**src/rtl/lvda_int_pkg.sv**
```systemverilog
// Shared constants and types for the LVDA interrupt priority scheduler.
// Interrupt IDs are index+1 so that zero can mean "no interrupt".
package lvda_int_pkg;

   localparam int NUM_INT = 13;
   localparam int ID_W    = 4;

   localparam logic [ID_W-1:0] ID_NONE = '0;

   typedef enum logic [1:0] {
      ST_IDLE    = 2'd0,
      ST_REQ     = 2'd1,
      ST_SERVICE = 2'd2
   } sched_state_e;

   // One-hot mask for an interrupt ID; ID_NONE or an out-of-range ID gives zero.
   function automatic logic [NUM_INT-1:0] id_to_mask(input logic [ID_W-1:0] id);
      logic [NUM_INT-1:0] one;
      logic [NUM_INT-1:0] mask;
      one  = {{(NUM_INT-1){1'b0}}, 1'b1};
      mask = '0;
      if ((id != ID_NONE) && (id <= ID_W'(NUM_INT))) begin
         mask = one << (id - ID_W'(1));
      end
      return mask;
   endfunction

endpackage

```
**src/rtl/int_prio_enc.sv**
```systemverilog
// Lowest-index-wins priority encoder; returns index+1 of the winning request.
// Output is ID_NONE with valid low when nothing is requesting.
module int_prio_enc
   import lvda_int_pkg::*;
(
   input  logic [NUM_INT-1:0] req,
   output logic               valid,
   output logic [ID_W-1:0]    id
);

   always_comb begin
      valid = |req;
      id    = ID_NONE;
      for (int i = NUM_INT - 1; i >= 0; i--) begin
         if (req[i]) begin
            id = ID_W'(i + 1);
         end
      end
   end

endmodule

```
**src/rtl/int_priority_sched.sv**
```systemverilog
// Interrupt priority scheduler: latches source edges into a pending register,
// masks with the ICR inhibit bits and runs the request/ack/done handshake.
module int_priority_sched
   import lvda_int_pkg::*;
(
   input  logic               SIM_CLK,
   input  logic               SIM_RST,
   input  logic [NUM_INT-1:0] INT_SRC,
   input  logic [NUM_INT-1:0] ICR_N,
   input  logic               INT_ACK,
   input  logic               INT_DONE,
   input  logic [NUM_INT-1:0] CLR_PEND,
   output logic               INT_REQ,
   output logic [ID_W-1:0]    INT_ID,
   output logic [NUM_INT-1:0] INT_REG,
   output logic               BUSY
);

   // Handshake: INT_REQ rises with INT_ID valid; the computer answers with a
   // one-cycle INT_ACK while INT_REQ is high, then a one-cycle INT_DONE once
   // servicing ends. Pulses arriving in any other state are ignored.

   sched_state_e       state_q, state_d;
   logic [NUM_INT-1:0] src_q, src_d;
   logic [NUM_INT-1:0] pend_q, pend_d;
   logic [ID_W-1:0]    id_q, id_d;
   logic               req_q, req_d;
   logic               busy_q, busy_d;

   logic [NUM_INT-1:0] edge_w;
   logic [NUM_INT-1:0] eligible;
   logic [NUM_INT-1:0] cur_mask;
   logic [NUM_INT-1:0] ack_clr;
   logic               ack_fire;
   logic               cur_live;
   logic               win_valid;
   logic [ID_W-1:0]    win_id;

   int_prio_enc u_enc (
      .req   (eligible),
      .valid (win_valid),
      .id    (win_id)
   );

   always_comb begin
      edge_w   = INT_SRC & ~src_q;
      eligible = pend_q & ICR_N;
      cur_mask = id_to_mask(id_q);
      cur_live = |(cur_mask & eligible);
      ack_fire = (state_q == ST_REQ) && INT_ACK;
      ack_clr  = ack_fire ? cur_mask : '0;
   end

   // A new edge wins over both PIO clear and acknowledge clear.
   always_comb begin
      src_d  = INT_SRC;
      pend_d = (pend_q & ~(CLR_PEND | ack_clr)) | edge_w;
   end

   always_comb begin
      state_d = state_q;
      id_d    = id_q;
      req_d   = req_q;
      case (state_q)
         ST_IDLE: begin
            if (win_valid) begin
               id_d    = win_id;
               req_d   = 1'b1;
               state_d = ST_REQ;
            end
         end
         ST_REQ: begin
            if (ack_fire) begin
               req_d   = 1'b0;
               state_d = ST_SERVICE;
            end else if (!cur_live) begin
               req_d   = 1'b0;
               id_d    = ID_NONE;
               state_d = ST_IDLE;
            end
         end
         ST_SERVICE: begin
            if (INT_DONE) begin
               id_d    = ID_NONE;
               state_d = ST_IDLE;
            end
         end
         default: begin
            req_d   = 1'b0;
            id_d    = ID_NONE;
            state_d = ST_IDLE;
         end
      endcase
      busy_d = (state_d != ST_IDLE);
   end

   // src_q resets high so lines already asserted at reset release do not fire.
   always_ff @(posedge SIM_CLK or negedge SIM_RST) begin
      if (!SIM_RST) begin
         state_q <= ST_IDLE;
         src_q   <= '1;
         pend_q  <= '0;
         id_q    <= ID_NONE;
         req_q   <= 1'b0;
         busy_q  <= 1'b0;
      end else begin
         state_q <= state_d;
         src_q   <= src_d;
         pend_q  <= pend_d;
         id_q    <= id_d;
         req_q   <= req_d;
         busy_q  <= busy_d;
      end
   end

   assign INT_REQ = req_q;
   assign INT_ID  = id_q;
   assign INT_REG = pend_q;
   assign BUSY    = busy_q;

endmodule
```
**config.mk**
```make
export PLATFORM = sky130hd
export DESIGN_NAME = int_priority_sched
export DESIGN_NICKNAME = d
export VERILOG_FILES = /design/src/rtl/lvda_int_pkg.sv /design/src/rtl/int_prio_enc.sv /design/src/rtl/int_priority_sched.sv
export SDC_FILE = /design/constraint.sdc
export NUM_CORES = 1
export LEC_CHECK = 0
export BUFFER_PORTS_ARGS = -buffer_cell sky130_fd_sc_hd__buf_2
export CAP_MARGIN = 40
export CORE_ASPECT_RATIO = 1.5
export CORE_MARGIN = 2
export CORE_UTILIZATION = 49
export DETAILED_ROUTE_END_ITERATION = 12
export PLACE_DENSITY = 0.75
export SYNTH_ARGS = -nofsm -noshare
export SYNTH_HDL_FRONTEND = slang
export SYNTH_SLANG_ARGS = --single-unit
```
**constraint.sdc**
```tcl
create_clock -name SIM_CLK -period 2.6 [get_ports SIM_CLK]
set_clock_uncertainty 0.2 [all_clocks]
set_input_delay 0.39 -clock SIM_CLK [delete_from_list [all_inputs] [get_ports SIM_CLK]]
set_output_delay 0.39 -clock SIM_CLK [all_outputs]
set_load 0.03 [all_outputs]
```
==> metrics.md <==
| Metric | Value |
|---|---|
| Hold WC Path Type | `in2reg` |
| Met3 wire length | `~310 µm` |
| Final Max Slew Viols | `0` |
| Wirelength, routed | `4700 µm` |
| RD Place Congestion | `a little under 1` |
| Slew HR | `0.514` |
| Clk Latency, worst-skew pair | `just under 0.3 ns` |
| Total core area | `~3400 µm²` |
| Clk root buf | `clkbuf_8` |
| Fmax | `around 440 MHz` |
| PostCTS Resize Cnt | `0` |
| Tightest Pin Transition | `around 0.73 ns` |
| Clk sinks | `34` |
| N_diodes | `0` |
| Initial Utilization | `0.510` |
| Area contributors post-synth | `dfrtp_1 30%, dfstp_2 20%, o21ai_0 5.8%` |
| M1 WL | `between 1500 and 2000 µm` |
| Iteration-0 DRC count of the detailed router | `97` |
| Min Tclk post-route | `roughly 2.3 ns` |
| Critical Path Start Type | `flip-flop` |
| Critical Setup Path Class | `reg2reg` |
| CP required | `~2.6 ns` |
| Area of the multi-input gates | `roughly 740 µm²` |
| Final Cycle Share | `0.872` |
| Outcome | `completed` |
| Crit-path cells | `or4_4 -> and2_4 -> a21oi_2 -> nand4_1 -> a21oi_2 -> o32ai_1` |
| Share of cells above drive strength 1 | `0.367` |
| Longest Clk Path Bufs | `2` |
| Post-synthesis sequential area ratio | `0.502` |
| Worst setup EP type | `flip-flop` |
| Post-Syn Instances | `181` |
| Power per Cell Area | `between 800 and 900 nW/µm²` |
| Worst vdd ir | `0.431 mV` |
| Filler cells | `roughly 300` |
| Reg-to-reg slack, setup | `roughly 0.33 ns` |
| Post-Syn Area per Cell | `between 9 and 10 µm²` |
| Drt drc | `0` |
| EDFF count, synth | `0` |
| Mapped Nets | `~220` |
| Via count | `roughly 1700` |
| Slowest cell delay on critical path | `approximately 0.57 ns` |
| Final hold vios | `0` |
| Worst path most repeated cell | `a21oi_2` |
| Yosys top cell by area | `dfrtp_1` |
| Number of post-CTS setup repair buffers | `0` |
| Core Util, Final | `0.654` |
| Num CTS Buffers | `5` |
| CTS tree | `done` |
| Top FF cell, synth | `dfrtp_1` |
| Synth unique cells | `47` |
| Hold Slack | `about 0.0064 ns` |
| # setup viols final | `0` |
| Input/output buffers | `just over 60` |
| Synth cell count leaders | `25 x inv_1, 21 x dfrtp_1, 21 x nand2_1` |
| Fraction of registers with async set or reset after synthesis | `1.00` |
| Initial antenna violation count | `0` |
| Synth Warn # | `0` |
| RSZ-0062 raised after global routing | `no` |
| Rows | `26` |
| CP Max Fanout | `15` |
| DR top layer | `met4` |
| Layout net count | `293` |
| Die Y | `76.7 µm` |
| First-pass GRT wire length | `approximately 8000 µm` |
| Yosys top cell area share | `0.304` |
| DRT antenna net count | `0` |
| Remaining global-route overflow | `0` |
| WL per Instance | `about 16 µm` |
| Boundary pin count | `62` |
| Crit path DAT | `~2.2 ns` |
| Vias per cell | `between 5 and 6` |
| Buf/Inv on CP | `0` |
| Largest net degree at the start of global routing | `35` |
| Crit path max-delay cell type | `or4_4` |
| Most common cell in the synthesized netlist | `inv_1` |
| Vias in the first global route | `approximately 1800` |
| Critical path's top delay family | `simple AND/OR/NAND/NOR gates` |
| Area of the die | `4020 µm²` |
| Cell area after synthesis | `1730 µm²` |
| All-layer global routing usage | `0.265` |
| Horiz. Die Dim | `roughly 52 µm` |
| Max Cap Viol | `0` |
| H-tree depth | `2` |
| Register area | `~870 µm²` |
| Worst Reg-to-Reg Cells | `6` |
| Levels on crit path | `6` |
| Number of cells on the worst hold path | `1` |
| Met2 wire length | `roughly 2500 µm` |
| P&R area growth vs syn | `28.2%` |
| HPWL after DPL | `between 3000 and 4000 µm` |
| Synthesized flop and latch total | `34` |
| Clock Pin Slew Worst Setup and Hold Paths | `0.07 ns` |
| Lkg Pwr | `~0.0011 µW` |
| Pre-Repair DR Iteration Count | `4` |
| TNS Setup | `0 ns` |
-- kinds of logic after synthesis --
group | count (synthesis) | synth area share
DFF | 34 | 0.502
and+or+nand+nor | 60 | 0.190
buffers and inverters | 29 | 0.0710
AOI/OAI and AO/OA | 58 | 0.237
-- path summary, 6_finish.rpt --
kind | startpoint | to
hold reg to reg | src_q[1] | INT_REG[1]
setup / recovery | INT_ID[2] | INT_ID[1]
min in group asynchronous | SIM_RST | INT_REG[9]
hold / removal | INT_SRC[11] | src_q[11]
max in group asynchronous | SIM_RST | INT_REG[2]
setup reg to reg | INT_ID[2] | INT_ID[1]
-- power by group --
part	leakage, µW	total (µW)	switching (µW)	internal [µW]
registers	0.000395	752	130	622
clock network	0.0000575	456	188	267
logic	0.000622	749	473	275
total	0.00107	1960	792	1160
-- layout make-up --
class / count / share of cell area
clock buffers: 8 / 0.0497
inverters: 25 / 0.0424
multi-input cells: 118 / 0.333
flip-flops and latches: 34 / 0.392
well taps: 42 / 0.0237
repair buffers: 66 / 0.159
-- routing by layer --
| layer | track usage | vias up |
|---|---|---|
| met5 | 0 | - |
| met4 | 0.133 | 0 |
| met3 | 0.0603 | 17 |
| met2 | 0.443 | 86 |
| met1 | 0.305 | 772 |
| li1 | - | 794 |
-- per-stage QoR --
step	setup slack, ns	cell area (µm²)	instances	total power, µW
final	0.333	2210	293	1960
after global routing	0.171	2210	293	2070
after CTS	0.375	2180	290	1950
after detailed placement	0.384	2060	281	1490
after global placement	0.408	2060	281	1480
after floorplan	0.484	1730	181	1260
-- worst reg2reg max path: cells and delay by family (launching register included) --
| kind | cells | cell delay, ns |
|---|---|---|
| flops | 1 | 0.55 |
| simple gates | 3 | 0.89 |
| compound gates | 3 | 0.50 |
-- cells in the final DEF, fill, tap and decap left out, types with 3 or more instances in the layout --
cell type,n
a21oi_1,3
a22oi_1,3
a32oi_1,3
buf_2,61
clkbuf_8,8
dfrtp_1,21
dfstp_2,13
dlygate4sd3_1,4
inv_1,25
nand2_1,21
nand2b_1,3
nand3_1,4
nor2_1,8
nor2b_1,6
o21ai_0,20
o22ai_1,4
o311ai_0,4
o31ai_1,4
o32ai_1,3
-- timing repair --
action                                  in CTS  in global routing
endpoints found under the setup margin       0                  0
endpoints found under the hold margin       17                  3
hold buffers                                 1                  3
-- state kept, by name (all words and copies together), names as in the netlist --
| name | flops |
|---|---|
| INT_ID | 4 |
| INT_REG | 13 |
| state_q | 2 |
| BUSY | 1 |
| INT_REQ | 1 |
| src_q | 13 |
No activity file was read; power rests on OpenSTA's default activity.
